### src/rtl/fetch_stage_pkg.sv
// fetch_stage_pkg -- shared constants and types for the instruction fetch stage.
//   WORD_W       : datapath word width
//   NOP_INSN     : encoding driven on the decode interface when nothing is valid
//   RESET_PC_DEF : default first fetch address after reset
//   fetch_state_e: fetch controller states
package fetch_stage_pkg;

  localparam int          WORD_W       = 32;
  localparam logic [31:0] NOP_INSN     = 32'h0000_0013;
  localparam logic [31:0] RESET_PC_DEF = 32'h0000_0000;

  typedef enum logic [1:0] {
    ST_BOOT  = 2'd0,
    ST_RUN   = 2'd1,
    ST_DRAIN = 2'd2
  } fetch_state_e;

endpackage

### src/rtl/sync_fifo.sv
// sync_fifo -- small synchronous FIFO with flush and occupancy count.
//   clk, rst_n        : clock, asynchronous active-low reset
//   push, push_data   : write request and data (ignored when full unless popping)
//   pop               : remove the head entry (ignored when empty)
//   flush             : empty the FIFO; overrides push and pop
//   head              : current head entry (meaningless when empty)
//   count, empty, full: occupancy
module sync_fifo #(
  parameter  int WIDTH = 32,
  parameter  int DEPTH = 2,
  localparam int CW    = $clog2(DEPTH + 1)
) (
  input  logic             clk,
  input  logic             rst_n,
  input  logic             push,
  input  logic [WIDTH-1:0] push_data,
  input  logic             pop,
  input  logic             flush,
  output logic [WIDTH-1:0] head,
  output logic [CW-1:0]    count,
  output logic             empty,
  output logic             full
);

  localparam int             PW   = (DEPTH > 1) ? $clog2(DEPTH) : 1;
  localparam logic [PW-1:0]  LAST = PW'(DEPTH - 1);

  logic [WIDTH-1:0] r_mem [DEPTH];
  logic [PW-1:0]    r_rd;
  logic [PW-1:0]    r_wr;
  logic [CW-1:0]    r_cnt;
  logic             w_do_pop;
  logic             w_do_push;

  function automatic logic [PW-1:0] ptr_inc(input logic [PW-1:0] p);
    return (p == LAST) ? '0 : p + 1'b1;
  endfunction

  assign empty     = (r_cnt == '0);
  assign full      = (r_cnt == CW'(DEPTH));
  assign count     = r_cnt;
  assign head      = r_mem[r_rd];
  assign w_do_pop  = pop && !empty;
  // A full FIFO still takes a push when the head leaves in the same cycle.
  assign w_do_push = push && (!full || w_do_pop);

  always_ff @(posedge clk or negedge rst_n) begin
    if (!rst_n) begin
      r_rd  <= '0;
      r_wr  <= '0;
      r_cnt <= '0;
    end else if (flush) begin
      r_rd  <= '0;
      r_wr  <= '0;
      r_cnt <= '0;
    end else begin
      if (w_do_push) r_wr <= ptr_inc(r_wr);
      if (w_do_pop)  r_rd <= ptr_inc(r_rd);
      if (w_do_push && !w_do_pop)      r_cnt <= r_cnt + 1'b1;
      else if (w_do_pop && !w_do_push) r_cnt <= r_cnt - 1'b1;
    end
  end

  // Storage carries no reset; validity is tracked by the count alone.
  always_ff @(posedge clk) begin
    if (w_do_push && !flush) r_mem[r_wr] <= push_data;
  end

endmodule

### src/rtl/fetch_stage.sv
// fetch_stage -- instruction fetch: issues word addresses to instruction memory,
// pairs in-order responses with their addresses and buffers them for decode.
// A redirect flushes everything and discards responses still in flight.
//   clk, rst                       : clock, asynchronous active-low reset
//   imemReqValid_o/Addr_o/Ready_i  : fetch request handshake
//   imemRespValid_i/Data_i         : in-order read responses
//   jumpEnable_i, jumpAddr_i       : redirect from execute
//   instruction_o/instructionAddr_o/instValid_o/instReady_i : decode handshake
module fetch_stage
  import fetch_stage_pkg::*;
#(
  parameter logic [31:0] RESET_PC = RESET_PC_DEF,
  parameter int          DEPTH    = 2
) (
  input  logic              clk,
  input  logic              rst,
  output logic              imemReqValid_o,
  output logic [WORD_W-1:0] imemReqAddr_o,
  input  logic              imemReqReady_i,
  input  logic              imemRespValid_i,
  input  logic [WORD_W-1:0] imemRespData_i,
  input  logic              jumpEnable_i,
  input  logic [WORD_W-1:0] jumpAddr_i,
  output logic [WORD_W-1:0] instruction_o,
  output logic [WORD_W-1:0] instructionAddr_o,
  output logic              instValid_o,
  input  logic              instReady_i
);

  localparam int CW = $clog2(DEPTH + 1);

  fetch_state_e        r_state, w_state_nxt;
  logic [WORD_W-1:0]   r_pc;
  logic [CW-1:0]       r_discard, w_discard_nxt;

  logic [WORD_W-1:0]   w_aq_head;
  logic [CW-1:0]       w_aq_cnt;
  logic                w_aq_empty, w_aq_full;
  logic [2*WORD_W-1:0] w_buf_head;
  logic [CW-1:0]       w_buf_cnt;
  logic                w_buf_empty, w_buf_full;

  logic [CW:0]         w_occ;
  logic [CW:0]         w_inflight;
  logic [CW:0]         w_discard_load;
  logic [WORD_W-1:0]   w_jump_tgt;
  logic                w_req_fire, w_resp_live, w_consume;

  assign w_jump_tgt = jumpAddr_i & 32'hFFFF_FFFC;
  assign w_occ      = {1'b0, w_aq_cnt} + {1'b0, w_buf_cnt};
  assign w_inflight = {1'b0, w_aq_cnt} + {1'b0, r_discard};
  // A response landing in the redirect cycle is dropped here, so it is not
  // counted again; a response with nothing in flight must not underflow.
  assign w_discard_load = (imemRespValid_i && w_inflight != '0) ? w_inflight - 1'b1 : w_inflight;

  assign imemReqValid_o = (r_state == ST_RUN) && !jumpEnable_i && !w_aq_full &&
                          (w_occ < (CW+1)'(DEPTH));
  assign imemReqAddr_o  = r_pc;
  assign w_req_fire     = imemReqValid_o && imemReqReady_i;

  // Responses are kept only outside a drain, never in a redirect cycle, and
  // only when an address is waiting for them (stray responses are ignored).
  assign w_resp_live = imemRespValid_i && !jumpEnable_i && (r_discard == '0) &&
                       !w_aq_empty && (!w_buf_full || w_consume);

  assign instValid_o       = !w_buf_empty && (r_state != ST_DRAIN);
  assign w_consume         = instValid_o && instReady_i;
  assign instruction_o     = instValid_o ? w_buf_head[WORD_W-1:0] : NOP_INSN;
  assign instructionAddr_o = instValid_o ? w_buf_head[2*WORD_W-1:WORD_W] : '0;

  sync_fifo #(.WIDTH(WORD_W), .DEPTH(DEPTH)) u_addr_q (
    .clk       (clk),
    .rst_n     (rst),
    .push      (w_req_fire),
    .push_data (r_pc),
    .pop       (w_resp_live),
    .flush     (jumpEnable_i),
    .head      (w_aq_head),
    .count     (w_aq_cnt),
    .empty     (w_aq_empty),
    .full      (w_aq_full)
  );

  sync_fifo #(.WIDTH(2*WORD_W), .DEPTH(DEPTH)) u_ibuf (
    .clk       (clk),
    .rst_n     (rst),
    .push      (w_resp_live),
    .push_data ({w_aq_head, imemRespData_i}),
    .pop       (w_consume),
    .flush     (jumpEnable_i),
    .head      (w_buf_head),
    .count     (w_buf_cnt),
    .empty     (w_buf_empty),
    .full      (w_buf_full)
  );

  always_comb begin
    w_state_nxt   = r_state;
    w_discard_nxt = r_discard;
    if (jumpEnable_i) begin
      w_discard_nxt = CW'(w_discard_load);
      w_state_nxt   = (w_discard_load != '0) ? ST_DRAIN : ST_RUN;
    end else begin
      unique case (r_state)
        ST_BOOT: w_state_nxt = ST_RUN;
        ST_RUN:  w_state_nxt = ST_RUN;
        ST_DRAIN: begin
          if (r_discard == '0) begin
            w_state_nxt = ST_RUN;
          end else if (imemRespValid_i) begin
            w_discard_nxt = r_discard - 1'b1;
            if (r_discard == CW'(1)) w_state_nxt = ST_RUN;
          end
        end
        default: w_state_nxt = ST_RUN;
      endcase
    end
  end

  always_ff @(posedge clk or negedge rst) begin
    if (!rst) begin
      r_state   <= ST_BOOT;
      r_discard <= '0;
      r_pc      <= RESET_PC;
    end else begin
      r_state   <= w_state_nxt;
      r_discard <= w_discard_nxt;
      if (jumpEnable_i)    r_pc <= w_jump_tgt;
      else if (w_req_fire) r_pc <= r_pc + 32'd4;
    end
  end

endmodule
### config.mk
export PLATFORM = sky130hd
export DESIGN_NAME = fetch_stage
export DESIGN_NICKNAME = d
export VERILOG_FILES = /design/src/rtl/fetch_stage_pkg.sv /design/src/rtl/sync_fifo.sv /design/src/rtl/fetch_stage.sv
export SDC_FILE = /design/constraint.sdc
export NUM_CORES = 1
export LEC_CHECK = 0
export CAP_MARGIN = 5
export CORE_UTILIZATION = 51
export DETAILED_ROUTE_END_ITERATION = 10
export PLACE_DENSITY_LB_ADDON = 0.08
export SETUP_SLACK_MARGIN = 0.2
export SKIP_CTS_REPAIR_TIMING = 1
export SYNTH_ARGS = -nofsm -noshare
export SYNTH_HDL_FRONTEND = slang
export SYNTH_SLANG_ARGS = --single-unit
### constraint.sdc
create_clock -name clk -period 6 [get_ports clk]
set_clock_uncertainty 0.05 [all_clocks]
set_input_delay 1.8 -clock clk [delete_from_list [all_inputs] [get_ports clk]]
set_output_delay 1.8 -clock clk [all_outputs]
set_load 0.03 [all_outputs]
==> flow_summary.json, run 1 <==
{
  "firstDrtPassIters": 8,
  "num_rows": 49,
  "path_clk_slew_ns": 0.06,
  "leakage_nw": 4.09,
  "synthTopCellsByArea": "edfxtp_1 (58%), dfrtp_1 (11%), mux2i_1 (7.1%)",
  "violations": "design-rule violations",
  "synth-seq-cells": 226,
  "grt_usage": 0.209,
  "insertion_delay_ns": 0.50,
  "grt_pass1_wl_um": 32000,
  "pin_count": 168,
  "hpwl_um": 12800,
  "ant_nets": 0,
  "holdPathEnd": "u_addr_q.r_wr",
  "drt-total-wl_um": 20100,
  "worstHoldStart": "u_addr_q.r_wr",
  "drc": 12,
  "yosysWarnings": 0,
  "fmaxAchievable_ghz": 0.201,
  "synth_top_flop_cell": "edfxtp_1",
  "synth.most_common_cell": "edfxtp_1",
  "yosysTopAreaCell": "edfxtp_1",
  "antennaDiodeCount": 0,
  "core_um2": 18100,
  "overflow": 0,
  "grt_setup_unrepaired": "false",
  "powerDensity_nw_per_um2": 329,
  "worst_slew_pin_slew_ns": 1.05,
  "cp_slowest_cell": "clkdlybuf4s50_1",
  "cts.sinks": 226,
  "portBuffers": 161,
  "min_period_over_period": 0.830,
  "rrSetupSlack_ns": 2.61,
  "use_met1": 0.271,
  "grt.busiest_layer": "met2",
  "fin_hold_ws_ns": 0.509,
  "drt_iter0_drc": 333,
  "r2r-end": "u_addr_q.r_mem[1][20]",
  "dieArea_um2": 19300,
  "clockBufferDepth": 3,
  "drv_cap": 0,
  "area_growth_pct": 26.8,
  "layout.nets": 911,
  "crit_fanout": 2,
  "synth_edf_count": 184,
  "clock-root-buffer": "clkbuf_16",
  "slowest_delay_ns": 0.73,
  "use_met2": 0.358,
  "drive_gt1_frac": 0.101,
  "critPathBufInv": 2,
  "gp_congestion": 0.807,
  "arrival_ns": 3.13,
  "h-tree-depth": 1,
  "setup_viol": 0,
  "hold_depth": 1,
  "cts_tree": "built",
  "start_util": 0.526,
  "via_count": 6064,
  "synth-async-reset-ratio": 0.186,
  "synth.top_cell.area_share": 0.579,
  "grt_max_degree": 63,
  "grt_pass1_vias": 6164,
  "crit_path_end_kind": "output port",
  "drv_slew": 0,
  "status": "finished, violations left",
  "numCtsBuffers": 24,
  "seq_area_frac_synth": 0.689,
  "final_hold_viol_count": 0,
  "criticalPathCategory": "in -> out",
  "ir_worst_vdd_uv": 200,
  "fin_setup_tns_ns": 0,
  "min_period_ns": 4.98,
  "syn_avg_cell_area_um2": 14.2,
  "total_power_mw": 3.98,
  "crit_family": "buffers and inverters",
  "r2r_cells": 7,
  "die_h_um": 139,
  "hp-class": "reg -> reg",
  "die_width_um": 139,
  "stdcell_count": 1080,
  "ys_types": 57,
  "ys_top_cells_by_count": "edfxtp_1 (184), nor2_1 (83), mux2i_1 (68)",
  "final_util": 0.667,
  "avgRoutedWirePerCell_um": 18.6,
  "cp_cell_sequence": "buf_2 -> nor3_1 -> nor4bb_1 -> clkdlybuf4s50_1",
  "antenna_found_initial": 0,
  "slew_headroom": 0.301,
  "dp_cells": 1036,
  "syn_inst": 672,
  "r2r-start": "u_ibuf.count[0]",
  "worst_ep_required_time_ns": 4.15,
  "met3_usage": 0.0373,
  "synthesis.area_um2": 9540,
  "viasPerCell": 5.61,
  "cp-start-kind": "primary input"
}
## state kept, by name, indices dropped and copies added, names as in the netlist
| register | count |
|---|---|
| u_ibuf.r_wr | 1 |
| r_discard | 2 |
| u_addr_q.r_rd | 1 |
| u_ibuf.r_mem | 124 |
| u_addr_q.r_wr | 1 |
| u_ibuf.r_rd | 1 |
| u_addr_q.r_mem | 60 |
| u_addr_q.count | 2 |
| imemReqAddr_o | 30 |
| u_ibuf.count | 2 |
| r_state | 2 |
## worst max-delay path by stage
stage,startpoint,to,slack [ns],cells after the start
detailed placement,jumpEnable_i,imemReqValid_o,1.04,4
global route,jumpEnable_i,imemReqValid_o,0.95,4
CTS,jumpEnable_i,imemReqValid_o,1.01,4
floorplan,jumpEnable_i,u_ibuf.r_mem[0][0],0.29,4
global placement,jumpEnable_i,imemReqValid_o,1.05,4
finish,jumpEnable_i,imemReqValid_o,1.02,4
## cell usage in the layout (no fill, tap or decap), types with 4 or more instances in the layout
cell type        count
edfxtp_1           184
clkdlybuf4s50_1    159
nor2_1              80
mux2i_1             68
dfrtp_1             41
nand2_1             39
mux2_2              31
o21ai_0             31
clkbuf_16           25
nand3_1             18
o211ai_1            12
clkbuf_1            12
inv_1               11
buf_4               11
a41oi_1              8
and2_1               7
nor2b_1              7
a21oi_1              6
o311ai_0             6
ha_1                 6
a32oi_1              5
nor3_1               4
and3_1               4
a31oi_1              4
nand3b_1             4
conb_1               4
## metal layers
| metal | routed length (um) | share of wire |
|---|---|---|
| met1 | 8530 | 0.42 |
| met2 | 9890 | 0.49 |
| met3 | 1240 | 0.062 |
| met4 | 431 | 0.021 |
| met5 | 0 | 0 |
## worst register-to-register path, cell delays in order, from the launching register on
cell,delay [ns]
dfrtp_1,0.47
and2_1,0.21
fa_1,0.46
nand4bb_1,0.29
nor4_4,0.18
buf_4,0.31
and2_1,0.72
buf_4,0.38
## area by class of cell
class	instances	area, um2
Clock inverter	6	26.3
Tap cell	229	287
Clock buffer	38	684
Multi-Input combinational cell	398	2800
Inverter	11	41.3
Fill cell	1281	6050
Sequential cell	226	6580
Timing Repair Buffer	172	1680
## through the flow
| stage | cell area, um2 | setup slack, ns |
|---|---|---|
| 2_1_floorplan | 9550 | 0.292 |
| 3_3_place_gp | 11400 | 1.05 |
| 5_1_grt | 12100 | 0.947 |
| 6_report | 12100 | 1.02 |
| 3_5_place_dp | 11400 | 1.04 |
| 4_1_cts | 12100 | 1.01 |
## power breakdown
group | total, mW | internal (mW) | leakage (nW) | switching (mW)
sequential | 1.97 | 1.85 | 2.18 | 0.122
clock | 1.34 | 0.779 | 0.346 | 0.557
combinational | 0.671 | 0.290 | 1.57 | 0.381
total | 3.98 | 2.92 | 4.09 | 1.06
## logic make-up (layout without fill, tap and decap cells)
| kind of cell | count (synthesis) | count (layout) | synth area share |
|---|---|---|---|
| other cells | 1 | 4 | 0.000393 |
| mux | 99 | 99 | 0.108 |
| compound gates | 87 | 87 | 0.0611 |
| fa+ha+maj | 8 | 8 | 0.0121 |
| simple gates | 196 | 196 | 0.103 |
| flops | 226 | 226 | 0.689 |
| buf+inv | 51 | 227 | 0.0222 |
| xor+xnor | 4 | 4 | 0.00367 |
No activity file was read; power rests on OpenSTA's default activity.
==> inputs of run 2 (changes only) <==
- clock period: 6 -> 4.7 ns (I/O delays scaled with it)
==> run 2 against run 1 <==
The flow still finishes with violations (design-rule violations). Global-route usage grew 0.36 points. Register-to-register slack lost 1.1 ns. Flip-flop and latch count is the same. Non-clock buffer count grew 5. Cell area grew 1.3%. First-iteration DRC count grew 15%. Wire length grew 0.92%. Via count shrank 0.23%. Clock power grew 39%. Power grew 32%. Cell count grew 0.46%. Highest routed layer unchanged.
==> flow_summary.json, run 2 (synthesized netlist as in run 1, its figures left out) <==
{
  "status": "finished, violations left",
  "grt_pass1_vias": 6169,
  "start_util": 0.526,
  "grt_usage": 0.213,
  "min_period_ns": 4.33,
  "cp_slowest_cell": "clkdlybuf4s50_1",
  "cts_tree": "built",
  "min_period_over_period": 0.921,
  "grt_max_degree": 55,
  "slowest_delay_ns": 0.73,
  "dp_cells": 1041,
  "drt-total-wl_um": 20300,
  "final_util": 0.676,
  "final_hold_viol_count": 0,
  "die_width_um": 139,
  "die_h_um": 139,
  "firstDrtPassIters": 8,
  "slew_headroom": 0.333,
  "leakage_nw": 4.18,
  "setup_slack_ns": 0.373,
  "hp-class": "reg -> reg",
  "drive_gt1_frac": 0.116,
  "crit_start": "u_ibuf.count[0]",
  "hpwl_um": 13500,
  "grt_pass1_wl_um": 32600,
  "arrival_ns": 2.87,
  "antenna_found_initial": 0,
  "portBuffers": 161,
  "cp-start-kind": "register",
  "final_cell_mix": "edfxtp_1 (184), clkdlybuf4s50_1 (159), nor2_1 (80)",
  "antennaDiodeCount": 0,
  "violations": "design-rule violations",
  "layout.nets": 916,
  "insertion_delay_ns": 0.50,
  "fin_setup_tns_ns": 0,
  "r2r_cells": 7,
  "area_growth_pct": 28.5,
  "clockBufferDepth": 3,
  "final_common_cell": "edfxtp_1",
  "drv_cap": 0,
  "fmaxAchievable_ghz": 0.231,
  "total_power_mw": 5.27,
  "core_um2": 18100,
  "worst_slew_pin_slew_ns": 1.00,
  "fin_hold_ws_ns": 0.504,
  "grt_setup_unrepaired": "false",
  "cts.sinks": 226,
  "via_count": 6050,
  "num_rows": 49,
  "placed_area_um2": 11500,
  "top_register": "u_ibuf.r_mem",
  "overflow": 0,
  "h-tree-depth": 1,
  "ant_nets": 0,
  "drc": 12,
  "gp_congestion": 0.800,
  "cp_cell_sequence": "and2_1 -> fa_1 -> nor3_1 -> nor4bb_1 -> clkdlybuf4s50_1",
  "avgRoutedWirePerCell_um": 18.7,
  "largest_reg_flops": 124,
  "crit_path_end_kind": "output port",
  "crit_fanout": 7,
  "clock-root-buffer": "clkbuf_16",
  "criticalPathCategory": "reg -> out",
  "r2r-end": "u_addr_q.r_mem[1][19]",
  "stdcell_count": 1085,
  "setup_viol": 0,
  "pre_cts_slack_ns": 0.492,
  "final_cell_area_um2": 12300,
  "dieArea_um2": 19300,
  "worst_ep_required_time_ns": 3.24,
  "r2r-start": "u_ibuf.count[0]",
  "path_clk_slew_ns": 0.06,
  "ir_worst_vdd_uv": 285,
  "numCtsBuffers": 24,
  "drv_slew": 0,
  "drt_iter0_drc": 383,
  "viasPerCell": 5.58,
  "powerDensity_nw_per_um2": 429,
  "endpoint": "imemReqValid_o",
  "rrSetupSlack_ns": 1.55,
  "pin_count": 168
}
## run 2: cell count changes in the layout (fill, tap and decap cells not counted), sizes merged
cell | previous run | this run
bufinv | 0 | 1
inv | 11 | 12
clkbuf | 38 | 36
buf | 13 | 18
## run 2: worst min path at each step
stage                                startpoint                  end  cells past startpoint
after global placement            u_addr_q.r_wr        u_addr_q.r_wr                      1
final                             u_addr_q.r_wr        u_addr_q.r_wr                      1
after floorplan                   u_addr_q.r_wr        u_addr_q.r_wr                      1
after global routing      u_addr_q.r_mem[0][24]  u_ibuf.r_mem[1][56]                      1
after detailed placement          u_addr_q.r_wr        u_addr_q.r_wr                      1
after CTS                         u_addr_q.r_wr        u_addr_q.r_wr                      1
## run 2: routing by layer
| layer | global-route usage | up-vias | share of wire |
|---|---|---|---|
| met4 | 0.0620 | 0 | 0.015 |
| met3 | 0.0359 | 28 | 0.061 |
| li1 | - | 2856 | - |
| met5 | 0 | - | 0 |
| met1 | 0.277 | 2969 | 0.42 |
| met2 | 0.368 | 197 | 0.50 |
## run 2: critical path, delay by kind of cell (launching register included)
family	cells	cell delay, ns
AND/OR/NAND/NOR	3	0.71
adder cells (fa/ha/maj)	1	0.44
flip-flops	1	0.47
buffers and inverters	1	0.73
## run 2: area by class of cell
class	count	area, um2
flip-flops and latches	226	6580
fillers	1291	5880
multi-input cells	398	2800
repair buffers	177	1760
clock buffers	36	728
well taps	229	287
clock inverters	8	70.1
inverters	11	41.3
## run 2: where the power goes
| group | internal [mW] | leakage, nW | switching (mW) |
|---|---|---|---|
| clock | 1.13 | 0.398 | 0.737 |
| sequential | 2.36 | 2.18 | 0.157 |
| combinational | 0.383 | 1.60 | 0.500 |
| total | 3.87 | 4.18 | 1.39 |
==> inputs of run 3 (changes only) <==
- CORE_UTILIZATION: 51 -> 53
==> run 3 against run 2 <==
Cell area fell by 0.23%. First-iteration DRC count rose by 25%. The run now ends clean. Power rose by 0.34%.
==> flow_summary.json, run 3 (synthesized netlist as in run 1, its figures left out) <==
{
  "drc": 0,
  "hp-class": "reg -> reg",
  "hpwl_um": 13200,
  "ir_worst_vdd_uv": 385,
  "dieArea_um2": 18500,
  "grt_max_degree": 63,
  "area_growth_pct": 28.2,
  "drv_cap": 0,
  "cp-start-kind": "register",
  "clock-root-buffer": "clkbuf_16",
  "grt_setup_unrepaired": "false",
  "min_period_ns": 4.30,
  "final_hold_viol_count": 0,
  "cts_tree": "built",
  "fin_setup_tns_ns": 0,
  "insertion_delay_ns": 0.49,
  "slew_headroom": 0.292,
  "arrival_ns": 2.84,
  "worst_slew_pin_slew_ns": 1.06,
  "crit_path_end_kind": "output port",
  "status": "complete, no violations",
  "die_h_um": 136,
  "seqCellArea_um2": 6580,
  "overflow": 0,
  "setup_viol": 0,
  "h-tree-depth": 1,
  "antennaDiodeCount": 0,
  "leakage_nw": 4.16,
  "via_count": 6108,
  "fmaxAchievable_ghz": 0.232,
  "pin_count": 168,
  "core_um2": 17400,
  "die_width_um": 136,
  "fin_hold_ws_ns": 0.493,
  "layout.nets": 914,
  "clockBufferDepth": 3,
  "critPathBufInv": 1,
  "viasPerCell": 5.67,
  "final_cell_mix": "edfxtp_1 (184), clkdlybuf4s50_1 (159), nor2_1 (80)",
  "crit_family": "simple AND/OR/NAND/NOR gates",
  "firstDrtPassIters": 5,
  "worst_ep_required_time_ns": 3.24,
  "largest_reg_flops": 124,
  "top_register": "u_ibuf.r_mem",
  "criticalPathCategory": "reg -> out",
  "cts.sinks": 226,
  "drv_slew": 0,
  "final_common_cell": "edfxtp_1",
  "powerDensity_nw_per_um2": 432,
  "final_util": 0.703,
  "grt_pass1_vias": 6006,
  "cp_slowest_cell": "clkdlybuf4s50_1",
  "path_clk_slew_ns": 0.06,
  "min_period_over_period": 0.915,
  "avgRoutedWirePerCell_um": 18.8,
  "antenna_found_initial": 0,
  "ant_nets": 0,
  "start_util": 0.548,
  "crit_fanout": 7,
  "grt_usage": 0.220,
  "drt-total-wl_um": 20200,
  "gp_congestion": 0.837,
  "portBuffers": 161,
  "num_rows": 48,
  "slowest_delay_ns": 0.73,
  "multiInputGateArea_um2": 2790,
  "numCtsBuffers": 23,
  "drive_gt1_frac": 0.113,
  "grt_pass1_wl_um": 31300,
  "filler_cell_count": 1178,
  "drt_iter0_drc": 480,
  "cp_cell_sequence": "and2_1 -> fa_1 -> nor3_1 -> nor4bb_1 -> clkdlybuf4s50_1"
}
run 3: layout make-up:
| class | instances | share of cell area |
|---|---|---|
| multi-input combinational | 398 | 0.228 |
| tap | 225 | 0.0230 |
| clock inverter | 15 | 0.0165 |
| clock buffer | 26 | 0.0480 |
| timing repair buffer | 176 | 0.143 |
| sequential | 226 | 0.538 |
| inverter | 11 | 0.00337 |
run 3: stage by stage:
stage	instances	power, mW	cell area [um2]	setup slack [ns]
after detailed placement	1036	3.44	11400	0.509
after global routing	1077	5.50	12200	0.233
after floorplan	675	3.06	9550	-0.618
final	1077	5.28	12200	0.398
after global placement	1036	3.38	11400	0.448
after CTS	1077	5.32	12200	0.369
run 3: worst register-to-register path, cell delays in order (launching register included):
cell       delay (ns)
dfrtp_1          0.46
and2_1           0.21
fa_1             0.46
nand4bb_1        0.28
nor4_4           0.41
buf_4            0.31
nand4_1          0.14
or3b_2           0.51
nand3_1          0.09
run 3: worst paths after layout:
| check | depth (start not counted) | startpoint | slack (ns) | end |
|---|---|---|---|---|
| worst max-delay path | 5 | u_ibuf.count[0] | 0.40 | imemReqValid_o |
| max in group asynchronous | 1 | rst | 2.83 | u_ibuf.r_rd |
| worst max register to register | 8 | u_ibuf.count[0] | 1.71 | imemReqAddr_o[29] |
| worst min-delay path | 1 | u_addr_q.r_wr | 0.49 | u_addr_q.r_wr |
| min in group asynchronous | 1 | rst | 1.02 | r_state[1] |
| worst min register to register | 1 | u_addr_q.r_wr | 0.49 | u_addr_q.r_wr |
run 3: report_power, final:
part           total (mW)  internal, mW  switching (mW)
sequential           2.52          2.36           0.161
combinational       0.879         0.380           0.499
clock                1.88          1.17           0.713
total                5.28          3.91            1.37
run 3: routing by layer:
| layer | part of all wire | global-route usage | vias to the layer above |
|---|---|---|---|
| li1 | - | - | 2855 |
| met1 | 0.41 | 0.283 | 2969 |
| met5 | 0 | 0 | - |
| met2 | 0.50 | 0.379 | 259 |
| met4 | 0.020 | 0.0679 | 0 |
| met3 | 0.070 | 0.0388 | 25 |
